==> config.mk <==
export PLATFORM = sky130hd
export DESIGN_NAME = macc_cmd_issue_flat
export DESIGN_NICKNAME = d
export VERILOG_FILES = /design/src/rtl/macc_cmd_issue_if.sv /design/src/rtl/macc_cmd_issue.sv /design/src/flat_wrapper.sv
export SDC_FILE = /design/constraint.sdc
export NUM_CORES = 1
export LEC_CHECK = 0
export BUFFER_PORTS_ARGS = -buffer_cell sky130_fd_sc_hd__buf_4
export CORE_MARGIN = 2
export CORE_UTILIZATION = 35
export CTS_BUF_LIST = sky130_fd_sc_hd__clkbuf_16
export CTS_CLUSTER_SIZE = 8
export DETAILED_ROUTE_END_ITERATION = 7
export SYNTH_ARGS = -nofsm -noshare
export SYNTH_HDL_FRONTEND = slang
export SYNTH_SLANG_ARGS = --single-unit
==> constraint.sdc <==
create_clock -name clk -period 5.9 [get_ports clk]
set_clock_uncertainty 0.2 [all_clocks]
set_input_delay 1.18 -clock clk [delete_from_list [all_inputs] [get_ports clk]]
set_output_delay 1.18 -clock clk [all_outputs]
set_load 0.005 [all_outputs]
==> src/rtl/macc_cmd_issue_if.sv <==
// macc_cmd_issue_if: the bus bundle around the macc_cmd_issue sequencer.
//   cmd_*  : command channel (valid/ready) into the sequencer
//   ab_* / ai / bj / ci_valid / cld_addr / ci / cst_addr / co : macc_cell ports
//   rsp_*  : STORE_C read-back channel (valid/ready) out of the sequencer
// Modport slave is the sequencer's view; master is the surrounding
// environment (command source, cell, response sink).
interface macc_cmd_issue_if #(
  parameter int nregs = 2,
  parameter int XLEN  = 64
);
  localparam int AW = (nregs > 1) ? $clog2(nregs) : 1;

  logic            cmd_valid;
  logic            cmd_ready;
  logic [1:0]      cmd_op;
  logic [AW-1:0]   cmd_addr;
  logic [XLEN-1:0] cmd_a;
  logic [XLEN-1:0] cmd_b;

  logic            ab_valid;
  logic [AW-1:0]   ab_addr;
  logic [XLEN-1:0] ai;
  logic [XLEN-1:0] bj;
  logic            ci_valid;
  logic [AW-1:0]   cld_addr;
  logic [XLEN-1:0] ci;
  logic [AW-1:0]   cst_addr;
  logic [XLEN-1:0] co;

  logic            rsp_valid;
  logic            rsp_ready;
  logic [XLEN-1:0] rsp_data;

  modport slave (
    input  cmd_valid, cmd_op, cmd_addr, cmd_a, cmd_b, co, rsp_ready,
    output cmd_ready, ab_valid, ab_addr, ai, bj, ci_valid, cld_addr, ci,
           cst_addr, rsp_valid, rsp_data
  );

  modport master (
    output cmd_valid, cmd_op, cmd_addr, cmd_a, cmd_b, co, rsp_ready,
    input  cmd_ready, ab_valid, ab_addr, ai, bj, ci_valid, cld_addr, ci,
           cst_addr, rsp_valid, rsp_data
  );
endinterface

==> src/rtl/macc_cmd_issue.sv <==
// macc_cmd_issue: in-order command sequencer in front of one macc_cell.
// Ports:
//   clk, reset_n     : clock, synchronous active-low reset
//   bus (slave)      : command channel, cell strobes, STORE_C response channel
//   busy             : a command or response is still in flight
//   err              : sticky, an illegal opcode was consumed
//   stat_macc_cnt    : number of MACCs issued (wraps)
// Commands go through a DEPTH-entry FIFO, are popped one per cycle into a
// registered issue stage that drives the cell, and STORE_C results are
// captured from co into a 2-entry response FIFO.
module macc_cmd_issue #(
  parameter int nregs = 2,
  parameter int XLEN  = 64,
  parameter int DEPTH = 4
) (
  input  logic            clk,
  input  logic            reset_n,
  macc_cmd_issue_if.slave bus,
  output logic            busy,
  output logic            err,
  output logic [31:0]     stat_macc_cnt
);
  localparam int AW = (nregs > 1) ? $clog2(nregs) : 1;
  localparam int PW = $clog2(DEPTH);
  localparam int CW = PW + 1;

  typedef enum logic [1:0] {
    OP_LOAD  = 2'd0,
    OP_MACC  = 2'd1,
    OP_STORE = 2'd2,
    OP_ILL   = 2'd3
  } op_e;

  typedef struct packed {
    op_e             op;
    logic [AW-1:0]   addr;
    logic [XLEN-1:0] a;
    logic [XLEN-1:0] b;
  } cmd_t;

  cmd_t            fifo_q [DEPTH];
  logic [PW-1:0]   wr_ptr_q, rd_ptr_q;
  logic [CW-1:0]   fifo_cnt_q, fifo_cnt_d;
  logic            cmd_ready_q;
  cmd_t            in_s, head_s;
  logic            push_s, pop_s, store_ok_s;
  logic [2:0]      rsp_proj_s;

  logic            iss_valid_q, iss_valid_d;
  logic            iss_store_q, iss_store_d;
  logic            ab_valid_q, ab_valid_d;
  logic [AW-1:0]   ab_addr_q, ab_addr_d;
  logic [XLEN-1:0] ai_q, ai_d, bj_q, bj_d;
  logic            ci_valid_q, ci_valid_d;
  logic [AW-1:0]   cld_addr_q, cld_addr_d;
  logic [XLEN-1:0] ci_q, ci_d;
  logic [AW-1:0]   cst_addr_q, cst_addr_d;
  logic            err_q, err_d;
  logic [31:0]     stat_q, stat_d;

  logic [XLEN-1:0] rsp_mem_q [2];
  logic            rsp_wp_q, rsp_rp_q;
  logic [1:0]      rsp_cnt_q, rsp_cnt_d;
  logic            rsp_valid_q, rsp_pop_s;
  logic            busy_q;

  // Pack the incoming command and pick out the FIFO head.
  always_comb begin
    in_s.op   = op_e'(bus.cmd_op);
    in_s.addr = bus.cmd_addr;
    in_s.a    = bus.cmd_a;
    in_s.b    = bus.cmd_b;
    head_s    = fifo_q[rd_ptr_q];
  end

  assign push_s    = bus.cmd_valid & cmd_ready_q;
  assign rsp_pop_s = rsp_valid_q & bus.rsp_ready;
  // Responses held at the end of this cycle: a STORE popped now lands one
  // cycle later, so it may only go if this projection leaves a free slot.
  assign rsp_proj_s = {1'b0, rsp_cnt_q} + {2'b00, iss_store_q} - {2'b00, rsp_pop_s};
  assign store_ok_s = (rsp_proj_s < 3'd2);

  // Head pop decision: stores wait for response space, everything else goes.
  always_comb begin
    pop_s = 1'b0;
    if (fifo_cnt_q != {CW{1'b0}}) begin
      if (head_s.op == OP_STORE) begin
        pop_s = store_ok_s;
      end else begin
        pop_s = 1'b1;
      end
    end else begin
      pop_s = 1'b0;
    end
  end

  // Command FIFO occupancy next state.
  always_comb begin
    fifo_cnt_d = fifo_cnt_q;
    case ({push_s, pop_s})
      2'b10:   fifo_cnt_d = fifo_cnt_q + CW'(1);
      2'b01:   fifo_cnt_d = fifo_cnt_q - CW'(1);
      default: fifo_cnt_d = fifo_cnt_q;
    endcase
  end

  // Command FIFO pointers, count and registered ready.
  always_ff @(posedge clk) begin
    if (!reset_n) begin
      wr_ptr_q    <= {PW{1'b0}};
      rd_ptr_q    <= {PW{1'b0}};
      fifo_cnt_q  <= {CW{1'b0}};
      cmd_ready_q <= 1'b1;
    end else begin
      if (push_s) wr_ptr_q <= wr_ptr_q + PW'(1);
      if (pop_s)  rd_ptr_q <= rd_ptr_q + PW'(1);
      fifo_cnt_q  <= fifo_cnt_d;
      cmd_ready_q <= (fifo_cnt_d < CW'(DEPTH));
    end
  end

  // Command FIFO storage; contents are don't-care until written.
  always_ff @(posedge clk) begin
    if (push_s) fifo_q[wr_ptr_q] <= in_s;
  end

  // Issue stage next state: strobes are single-cycle, payloads hold.
  always_comb begin
    iss_valid_d = pop_s;
    iss_store_d = 1'b0;
    ab_valid_d  = 1'b0;
    ci_valid_d  = 1'b0;
    ab_addr_d   = ab_addr_q;
    ai_d        = ai_q;
    bj_d        = bj_q;
    cld_addr_d  = cld_addr_q;
    ci_d        = ci_q;
    cst_addr_d  = cst_addr_q;
    err_d       = err_q;
    stat_d      = stat_q;
    if (pop_s) begin
      case (head_s.op)
        OP_LOAD: begin
          ci_valid_d = 1'b1;
          cld_addr_d = head_s.addr;
          ci_d       = head_s.a;
        end
        OP_MACC: begin
          ab_valid_d = 1'b1;
          ab_addr_d  = head_s.addr;
          ai_d       = head_s.a;
          bj_d       = head_s.b;
          stat_d     = stat_q + 32'd1;
        end
        OP_STORE: begin
          iss_store_d = 1'b1;
          cst_addr_d  = head_s.addr;
        end
        default: err_d = 1'b1;
      endcase
    end else begin
      iss_valid_d = 1'b0;
    end
  end

  // Issue stage and status registers.
  always_ff @(posedge clk) begin
    if (!reset_n) begin
      iss_valid_q <= 1'b0;
      iss_store_q <= 1'b0;
      ab_valid_q  <= 1'b0;
      ab_addr_q   <= {AW{1'b0}};
      ai_q        <= {XLEN{1'b0}};
      bj_q        <= {XLEN{1'b0}};
      ci_valid_q  <= 1'b0;
      cld_addr_q  <= {AW{1'b0}};
      ci_q        <= {XLEN{1'b0}};
      cst_addr_q  <= {AW{1'b0}};
      err_q       <= 1'b0;
      stat_q      <= 32'd0;
    end else begin
      iss_valid_q <= iss_valid_d;
      iss_store_q <= iss_store_d;
      ab_valid_q  <= ab_valid_d;
      ab_addr_q   <= ab_addr_d;
      ai_q        <= ai_d;
      bj_q        <= bj_d;
      ci_valid_q  <= ci_valid_d;
      cld_addr_q  <= cld_addr_d;
      ci_q        <= ci_d;
      cst_addr_q  <= cst_addr_d;
      err_q       <= err_d;
      stat_q      <= stat_d;
    end
  end

  // Response FIFO occupancy next state; push comes from a STORE in issue.
  always_comb begin
    rsp_cnt_d = rsp_cnt_q;
    case ({iss_store_q, rsp_pop_s})
      2'b10:   rsp_cnt_d = rsp_cnt_q + 2'd1;
      2'b01:   rsp_cnt_d = rsp_cnt_q - 2'd1;
      default: rsp_cnt_d = rsp_cnt_q;
    endcase
  end

  // Response FIFO storage, pointers, valid flag and busy.
  always_ff @(posedge clk) begin
    if (!reset_n) begin
      rsp_mem_q[0] <= {XLEN{1'b0}};
      rsp_mem_q[1] <= {XLEN{1'b0}};
      rsp_wp_q     <= 1'b0;
      rsp_rp_q     <= 1'b0;
      rsp_cnt_q    <= 2'd0;
      rsp_valid_q  <= 1'b0;
      busy_q       <= 1'b0;
    end else begin
      if (iss_store_q) begin
        rsp_mem_q[rsp_wp_q] <= bus.co;
        rsp_wp_q            <= ~rsp_wp_q;
      end
      if (rsp_pop_s) rsp_rp_q <= ~rsp_rp_q;
      rsp_cnt_q   <= rsp_cnt_d;
      rsp_valid_q <= (rsp_cnt_d != 2'd0);
      busy_q      <= (fifo_cnt_d != {CW{1'b0}}) | iss_valid_d | (rsp_cnt_d != 2'd0);
    end
  end

  assign bus.cmd_ready  = cmd_ready_q;
  assign bus.ab_valid   = ab_valid_q;
  assign bus.ab_addr    = ab_addr_q;
  assign bus.ai         = ai_q;
  assign bus.bj         = bj_q;
  assign bus.ci_valid   = ci_valid_q;
  assign bus.cld_addr   = cld_addr_q;
  assign bus.ci         = ci_q;
  assign bus.cst_addr   = cst_addr_q;
  assign bus.rsp_valid  = rsp_valid_q;
  assign bus.rsp_data   = rsp_mem_q[rsp_rp_q];
  assign busy           = busy_q;
  assign err            = err_q;
  assign stat_macc_cnt  = stat_q;
endmodule
==> src/flat_wrapper.sv <==
// flat-port wrapper written by rule: the top's interface ports become plain ports
module macc_cmd_issue_flat 
#(
  parameter int nregs = 2,
  parameter int XLEN  = 64,
  parameter int DEPTH = 4
)
  (clk, reset_n, busy, err, stat_macc_cnt, bus_cmd_valid, bus_cmd_op, bus_cmd_addr, bus_cmd_a, bus_cmd_b, bus_co, bus_rsp_ready, bus_cmd_ready, bus_ab_valid, bus_ab_addr, bus_ai, bus_bj, bus_ci_valid, bus_cld_addr, bus_ci, bus_cst_addr, bus_rsp_valid, bus_rsp_data);
  macc_cmd_issue_if #(.nregs(nregs), .XLEN(XLEN)) bus_i ();
  input  logic clk;
  input  logic reset_n;
  output logic busy;
  output logic err;
  output logic [31:0] stat_macc_cnt;
  input wire logic [$bits(bus_i.cmd_valid)-1:0] bus_cmd_valid;
  input wire logic [$bits(bus_i.cmd_op)-1:0] bus_cmd_op;
  input wire logic [$bits(bus_i.cmd_addr)-1:0] bus_cmd_addr;
  input wire logic [$bits(bus_i.cmd_a)-1:0] bus_cmd_a;
  input wire logic [$bits(bus_i.cmd_b)-1:0] bus_cmd_b;
  input wire logic [$bits(bus_i.co)-1:0] bus_co;
  input wire logic [$bits(bus_i.rsp_ready)-1:0] bus_rsp_ready;
  output wire logic [$bits(bus_i.cmd_ready)-1:0] bus_cmd_ready;
  output wire logic [$bits(bus_i.ab_valid)-1:0] bus_ab_valid;
  output wire logic [$bits(bus_i.ab_addr)-1:0] bus_ab_addr;
  output wire logic [$bits(bus_i.ai)-1:0] bus_ai;
  output wire logic [$bits(bus_i.bj)-1:0] bus_bj;
  output wire logic [$bits(bus_i.ci_valid)-1:0] bus_ci_valid;
  output wire logic [$bits(bus_i.cld_addr)-1:0] bus_cld_addr;
  output wire logic [$bits(bus_i.ci)-1:0] bus_ci;
  output wire logic [$bits(bus_i.cst_addr)-1:0] bus_cst_addr;
  output wire logic [$bits(bus_i.rsp_valid)-1:0] bus_rsp_valid;
  output wire logic [$bits(bus_i.rsp_data)-1:0] bus_rsp_data;
  assign bus_i.cmd_valid = bus_cmd_valid;
  assign bus_i.cmd_op = bus_cmd_op;
  assign bus_i.cmd_addr = bus_cmd_addr;
  assign bus_i.cmd_a = bus_cmd_a;
  assign bus_i.cmd_b = bus_cmd_b;
  assign bus_i.co = bus_co;
  assign bus_i.rsp_ready = bus_rsp_ready;
  assign bus_cmd_ready = bus_i.cmd_ready;
  assign bus_ab_valid = bus_i.ab_valid;
  assign bus_ab_addr = bus_i.ab_addr;
  assign bus_ai = bus_i.ai;
  assign bus_bj = bus_i.bj;
  assign bus_ci_valid = bus_i.ci_valid;
  assign bus_cld_addr = bus_i.cld_addr;
  assign bus_ci = bus_i.ci;
  assign bus_cst_addr = bus_i.cst_addr;
  assign bus_rsp_valid = bus_i.rsp_valid;
  assign bus_rsp_data = bus_i.rsp_data;
  macc_cmd_issue #(.nregs(nregs), .XLEN(XLEN), .DEPTH(DEPTH)) u_core (.clk(clk), .reset_n(reset_n), .bus(bus_i), .busy(busy), .err(err), .stat_macc_cnt(stat_macc_cnt));
endmodule
==> summary.txt, run 1 <==
fin crit period: 3.94 ns
CP most frequent cell: buf_4
Final Wtd Congestion: 0.796
Core Area: 94,900 um^2
Synth Net Count: 2,369
largest net degree at the start of global routing: 100
Crit path max-delay family: buffers and inverters
Crit path arrival time: 2.56 ns
Post-synth EDFFs: 652
die width: 313 um
PortBufs: 495
DR vias/cell: 4.88
share of post-route cells with drive strength above 1: 31.7%
DR iter-0 viols: 1,244
CTS tree: done
# DRC: 0
multi-input logic area: 8380 um^2
post-DR wirelength/cell: 21.1 um
CTS buffer count: 131
max_cap viols: 0
setup TNS: 0 ns
Worst-path clk slew: 0.05 ns
Nets: 2,899
final WL: 86,000 um
FMAX: 254 MHz
synthesis warning total: 0
P&R area growth vs syn: 27.1%
Slew Viols, Final: 0
Async S/R FF share, synth: 0%
DR pass1 iterations: 5
Final HPWL DP: 52,900 um
clock buffer depth: 3
PwrDens: 453 nW/um^2
clock latency on the worst-skew pair: 0.72 ns
H-tree depth: 4
Register Area: 24,600 um^2
critical path, cell by cell: buf_4, mux2_2, buf_4
Top Ports: 496
final hold violations: 0
count of cell types in the netlist: 42
Synth Flop Type: edfxtp_1
Setup Crit Path Kind: register to output port
post-layout util: 44.8%
hold buffer count at CTS: 0
Peak VDD IR: 269 uV
sequential share of the synthesized area: 73.4%
die area: 98,000 um^2
Slew HR: 31.9%
total grt overflow: 0
first-pass GRT wire length: 129,000 um
Num Clock Sinks: 900
crit-path max cell delay: 0.63 ns
leakage: 15.4 nW
antenna-violating nets left: 0
critical-path maximum fanout: 48
vias in the first global route: 20,800
row cnt: 113
most common cell after layout, fill and taps aside: edfxtp_1
Root Buffer: clkbuf_16
Vias: 19,800
Crit. End Element: output port
FILL cells: 8,436
CTS resizes: 0
effective utilization at floorplan: 35.2%
cells after synthesis: 2,160
RSZ-0062 raised after global routing: no
Cell Area, Synth: 33,400 um^2
worst-margin pin slew: 1.02 ns
status: completed
hold crit path type: register to register
Mean Syn Cell Area: 15.5 um^2
Post-CTS Repair Setup Buffers: 0
die height: 313 um
critical path's slowest cell: buf_4
#FFs+latches synth: 900
most frequent cells in the layout: edfxtp_1 (652), buf_4 (516), nand2_1 (407)
period utilization: 66.8%
initial antenna violation count: 17
total routing usage reported by global routing: 17.4%
Required @ worst endpoint: 4.52 ns
Final setup viols: 0
CP startpoint kind: register
crit path buf inv count: 2
## cell type report
| cell class | count | area share, % |
|---|---|---|
| Inverter | 18 | 0.177 |
| Sequential cell | 900 | 57.8 |
| Timing Repair Buffer | 522 | 9.40 |
| Antenna cell | 3 | 0.0177 |
| Clock inverter | 108 | 1.38 |
| Multi-Input combinational cell | 1117 | 19.7 |
| Tap cell | 1265 | 3.72 |
| Clock buffer | 133 | 7.83 |
## state kept, by name (all words and copies together) (netlist names), 2 cells and up, named ones only
register / flops
u_core.fifo_q: 524
u_core.rsp_mem_q: 128
u_core.bus.ai: 64
u_core.bus.bj: 64
u_core.bus.ci: 64
u_core.stat_macc_cnt: 32
u_core.fifo_cnt_q: 3
u_core.rd_ptr_q: 2
u_core.rsp_cnt_q: 2
u_core.wr_ptr_q: 2
## metrics by stage
step / area (um^2) / total power [mW] / setup slack, ns / instances / hold WS [ns]
final: 42500 / 19.3 / 1.96 / 4066 / 0.251
after global routing: 42500 / 20.2 / 1.76 / 4066 / 0.266
after CTS: 42500 / 19.6 / 1.83 / 4063 / 0.253
after detailed placement: 38600 / 12.6 / 1.31 / 3822 / 0.245
after global placement: 38600 / 12.5 / 1.39 / 3822 / 0.240
after floorplan: 33400 / 10.7 / 0.173 / 2160 / 0.248
## Yosys cell counts (all sizes together), types with 12 or more instances
cell type,n,area share [%]
buf,29,0.45
and2,133,2.5
a21oi,218,3.3
nand2,408,4.6
edfxtp,652,59
o21ai,12,0.18
nor2,23,0.26
or3,12,0.22
inv,18,0.20
mux2,66,2.2
dfxtp,248,15
mux4,131,8.8
clkbuf,96,1.1
## cells by family (layout without fill, tap and decap cells)
family / count (synthesis) / count (layout) / share of synthesized area, %
XOR/XNOR: 18 / 18 / 0.472
adder cells (fa/ha/maj): 10 / 10 / 0.419
flip-flops: 900 / 900 / 73.4
multiplexers: 203 / 203 / 11.2
AO/OA/AOI/OAI: 255 / 255 / 4.08
other: 0 / 3 / 0
buffers and inverters: 143 / 781 / 1.73
AND/OR/NAND/NOR: 631 / 631 / 8.66
## routing by layer
metal | GRT usage [%] | wire length (um) | part of all wire [%]
met1 | 21.7 | 35800 | 42
met2 | 27.7 | 40500 | 47
met3 | 6.89 | 7450 | 8.7
met4 | 5.83 | 2040 | 2.4
met5 | 0 | 184 | 0.21
## power breakdown
| part | internal (mW) | leakage (nW) | switching (mW) |
|---|---|---|---|
| combinational | 1.88 | 5.05 | 2.34 |
| sequential | 7.76 | 8.14 | 0.448 |
| clock | 4.08 | 2.24 | 2.76 |
## final timing paths
path	startpoint	endpoint	slack (ns)	cells past startpoint
max	register	bus_rsp_data[46]	1.96	3
max reg2reg	u_core.bus.rsp_valid	u_core.busy	2.18	16
min	u_core.bus.bj[13]	u_core.bus.bj[13]	0.25	2
min reg2reg	u_core.bus.bj[13]	u_core.bus.bj[13]	0.25	2
## worst min-delay path: cells and delay by family, from the launching register on
family / cells / cell delay (ns)
flip-flops: 1 / 0.30
AO/OA/AOI/OAI: 1 / 0.05
AND/OR/NAND/NOR: 1 / 0.05
No activity file was read; power rests on OpenSTA's default activity.
==> run 2: changes to the inputs <==
- clock period: 5.9 -> 3.83 ns (I/O delays scaled with it)
==> summary.txt, run 2 (synthesis results as in run 1) <==
total grt overflow: 0
Final setup viols: 0
DR iter-0 viols: 1,378
Reg2Reg Setup Slack: 0.33 ns
most frequent cells in the layout: edfxtp_1 (652), buf_4 (518), nand2_1 (407)
clock latency on the worst-skew pair: 0.73 ns
Hold WS: 0.0761 ns
PwrDens: 683 nW/um^2
Setup Crit Path Kind: register to register
max reg flops: 524
PortBufs: 495
vias in the first global route: 21,700
clock buffer depth: 3
critical-path maximum fanout: 3
leakage: 16.1 nW
first-pass GRT wire length: 132,000 um
H-tree depth: 4
Final HPWL DP: 55,400 um
fin crit period: 3.50 ns
FMAX: 286 MHz
max_cap viols: 0
# DRC: 0
hold_sp: bus_cmd_op[0]
DR vias/cell: 4.88
CTS buffer count: 131
reg2reg start: u_core.bus.rsp_valid
Final Wtd Congestion: 0.820
die width: 313 um
Setup WS pre-CTS: -0.185 ns
DR pass1 iterations: 5
CTS tree: done
worst-margin pin slew: 1.26 ns
Required @ worst endpoint: 4.24 ns
Num Clock Sinks: 900
Nets: 3,049
initial antenna violation count: 14
CP startpoint kind: register
total routing usage reported by global routing: 17.7%
final hold violations: 0
effective utilization at floorplan: 35.2%
Core Area: 94,900 um^2
setup TNS: 0 ns
Hold Path End: u_core.fifo_q[0][129]
die height: 313 um
Crit. End Element: register
Slew HR: 15.5%
Largest regs: u_core.fifo_q x524, u_core.rsp_mem_q x128
Top reg by flops: u_core.fifo_q
Worst-path clk slew: 0.05 ns
die area: 98,000 um^2
Top Ports: 496
Vias: 20,600
status: completed
share of post-route cells with drive strength above 1: 30.9%
RSZ-0062 raised after global routing: no
Tot Pwr: 30.2 mW
R2R Path End: u_core.busy
Final WS setup: 0.333 ns
largest net degree at the start of global routing: 93
antenna-violating nets left: 0
Post-CTS Repair Setup Buffers: 0
post-DR wirelength/cell: 20.8 um
hold depth: 1
Slew Viols, Final: 0
most common cell after layout, fill and taps aside: edfxtp_1
hold crit path type: input port to register
P&R area growth vs syn: 32.4%
Crit path arrival time: 3.91 ns
row cnt: 113
period utilization: 91.3%
R2R depth: 16
Root Buffer: clkbuf_16
Peak VDD IR: 385 uV
final WL: 87,800 um
-- run 2: cell types whose count changed in the layout (fill, tap and decap cells not counted), sizes merged --
cell	change
dlygate4sd3	+129
buf	+21
inv	-4
clkbuf	-2
bufinv	+1
diode	+1
-- run 2: through the flow --
stage               area (um^2)  util (%)  instances
finish                    44300      46.7       4212
detailed placement        39000      41.1       3843
CTS                       44200      46.6       4208
global route              44300      46.7       4212
floorplan                 33400         -       2160
global placement          39000      41.1       3843
-- run 2: how the worst max path moves through the flow --
stage	startpoint	end	slack [ns]
floorplan	bus_rsp_ready	u_core.busy	0.10
global placement	bus_rsp_ready	u_core.busy	-0.19
detailed placement	bus_rsp_ready	u_core.busy	-0.18
CTS	u_core.bus.rsp_valid	u_core.busy	0.27
global route	u_core.bus.rsp_valid	u_core.busy	0.05
finish	u_core.bus.rsp_valid	u_core.busy	0.33
-- run 2: report_power, final --
| group | switching (mW) | total, mW | internal, mW |
|---|---|---|---|
| registers | 0.576 | 12.5 | 11.9 |
| logic | 3.82 | 7.02 | 3.20 |
| clock network | 4.36 | 10.7 | 6.32 |
-- run 2: timing repair --
item | CTS | global route
hold buffers | 129 | 0
resized for setup | 0 | 1
setup endpoints to repair | 0 | 1
hold endpoints to repair | 516 | 0
-- run 2: metal layers --
| layer | track usage [%] | share of wire, % | vias up |
|---|---|---|---|
| li1 | - | - | 9384 |
| met4 | 5.39 | 2.1 | 16 |
| met5 | 0 | 0.12 | - |
| met2 | 29.1 | 48 | 644 |
| met1 | 21.8 | 41 | 10400 |
| met3 | 6.50 | 7.9 | 143 |
-- run 2: layout make-up --
type                       count  area, um^2
fill                        8257       50600
sequential                   900       24600
multi-input combinational   1117        8390
timing repair buffer         672        5680
clock buffer                 131        3280
tap                         1265        1580
clock inverter               105         693
inverter                      18        75.1
antenna                        4        10.0
-- run 2: worst max-delay path: stages (launching register included) --
cell,delay [ns]
dfxtp_1,0.35
nand2_1,0.11
xnor2_2,0.19
ha_1,0.17
inv_1,0.05
fa_1,0.37
xnor2_1,0.14
nand2_1,0.10
a21oi_1,0.20
ha_1,0.22
inv_1,0.08
fa_1,0.39
xor2_1,0.15
nor2_1,0.14
xnor2_1,0.16
nand3_1,0.10
o31a_1,0.25
==> run 3: changes to the inputs <==
- CELL_PAD_IN_SITES_DETAIL_PLACEMENT: not set -> 1
- CELL_PAD_IN_SITES_GLOBAL_PLACEMENT: not set -> 1
- PLACE_DENSITY_LB_ADDON: not set -> 0.1
==> summary.txt, run 3 (synthesis results as in run 1) <==
status: completed
CTS buffer count: 130
leakage: 15.6 nW
Reg2Reg Setup Slack: 0.39 ns
critical-path maximum fanout: 3
CTS resizes: 0
Core Area: 94,900 um^2
Nets: 2,929
Root Buffer: clkbuf_16
effective utilization at floorplan: 35.2%
RSZ-0062 raised after global routing: no
hold crit path type: input port to register
Slew Viols, Final: 0
share of post-route cells with drive strength above 1: 32.3%
Setup Crit Path Kind: register to register
R2R depth: 16
clock buffer depth: 3
R2R Path End: u_core.busy
hold depth: 1
Crit path arrival time: 3.82 ns
total routing usage reported by global routing: 18.9%
DR pass1 iterations: 5
Num Clock Sinks: 900
Largest regs: u_core.fifo_q x524, u_core.rsp_mem_q x128
PwrDens: 697 nW/um^2
Crit. End Element: register
P&R area growth vs syn: 27.9%
Worst-path clk slew: 0.05 ns
max_cap viols: 0
FILL cells: 9,527
period utilization: 89.8%
Vias: 19,800
most common cell after layout, fill and taps aside: edfxtp_1
CP startpoint: u_core.bus.rsp_valid
CP startpoint kind: register
clock latency on the worst-skew pair: 0.71 ns
final WL: 92,800 um
Hold WS: 0.0569 ns
Top Ports: 496
H-tree depth: 4
FMAX: 291 MHz
initial antenna violation count: 14
largest net degree at the start of global routing: 105
antenna-violating nets left: 0
post-DR wirelength/cell: 22.7 um
Slew HR: 33.2%
PortBufs: 495
Setup crit end: u_core.busy
hold buffer count at CTS: 0
Final Wtd Congestion: 0.765
final hold violations: 0
die height: 313 um
fin crit period: 3.44 ns
DR iter-0 viols: 1,044
Final setup viols: 0
Post-CTS Repair Setup Buffers: 0
die width: 313 um
worst-margin pin slew: 1.00 ns
reg2reg start: u_core.bus.rsp_valid
vias in the first global route: 21,500
# DRC: 0
first-pass GRT wire length: 138,000 um
Final HPWL DP: 59,100 um
die area: 98,000 um^2
Peak VDD IR: 388 uV
total grt overflow: 0
post-layout util: 45.1%
Top reg by flops: u_core.fifo_q
row cnt: 113
CTS tree: done
DR vias/cell: 4.86
Final WS setup: 0.390 ns
Setup WS pre-CTS: -0.103 ns
max reg flops: 524
Required @ worst endpoint: 4.21 ns
most frequent cells in the layout: edfxtp_1 (652), buf_4 (532), nand2_1 (407)
run 3: how the worst min path moves through the flow:
| stage | startpoint | to | slack [ns] |
|---|---|---|---|
| final | bus_cmd_a[60] | u_core.fifo_q[1][124] | 0.06 |
| after global routing | bus_cmd_a[60] | u_core.fifo_q[1][124] | 0.02 |
| after CTS | bus_cmd_a[60] | u_core.fifo_q[1][124] | 0.002 |
| after floorplan | u_core.bus.ab_addr | u_core.bus.ab_addr | 0.25 |
| after detailed placement | u_core.bus.ai[53] | u_core.bus.ai[53] | 0.25 |
| after global placement | u_core.bus.bj[33] | u_core.bus.bj[33] | 0.24 |
run 3: metal layers:
layer	GRT usage, %	routed length [um]	vias up
met2	31.5	46300	479
li1	-	-	9113
met5	0	157	-
met4	6.25	2160	24
met1	22.6	37200	10100
met3	6.84	6980	158
run 3: power by group:
group | internal [mW] | switching [mW] | total [mW]
registers | 11.9 | 0.569 | 12.5
logic | 3.11 | 3.88 | 6.99
clock network | 6.23 | 4.09 | 10.3
run 3: metrics by stage:
stage          power, mW  TNS [ns]  cells  instance area [um^2]
5_1_grt             31.4         0   4084                 42700
3_5_place_dp        19.9    -0.103   3853                 39000
4_1_cts             30.4         0   4082                 42700
6_report            29.8         0   4084                 42700
2_1_floorplan       16.4         0   2160                 33400
3_3_place_gp        19.7   -0.0541   3853                 39000
run 3: cell type report:
| class | instances | area [um^2] | share of cell area (%) |
|---|---|---|---|
| Tap cell | 1265 | 1580 | 3.70 |
| Antenna cell | 2 | 5.00 | 0.0117 |
| Clock buffer | 134 | 3350 | 7.84 |
| Multi-Input combinational cell | 1117 | 8380 | 19.6 |
| Inverter | 18 | 75.1 | 0.176 |
| Sequential cell | 900 | 24600 | 57.4 |
| Clock inverter | 95 | 389 | 0.910 |
| Timing Repair Buffer | 553 | 4410 | 10.3 |
run 3: worst max-delay path, stage by stage (launching register included):
cell and delay, ns:
dfxtp_1 0.36, nand2_1 0.10, xnor2_1 0.20, ha_1 0.18
inv_1 0.05, fa_1 0.39, xnor2_1 0.15, nand2_1 0.09
a21oi_1 0.18, ha_1 0.22, inv_1 0.06, fa_1 0.37
xor2_1 0.15, nor2_1 0.12, xnor2_1 0.17, nand3_1 0.10
o31a_1 0.24
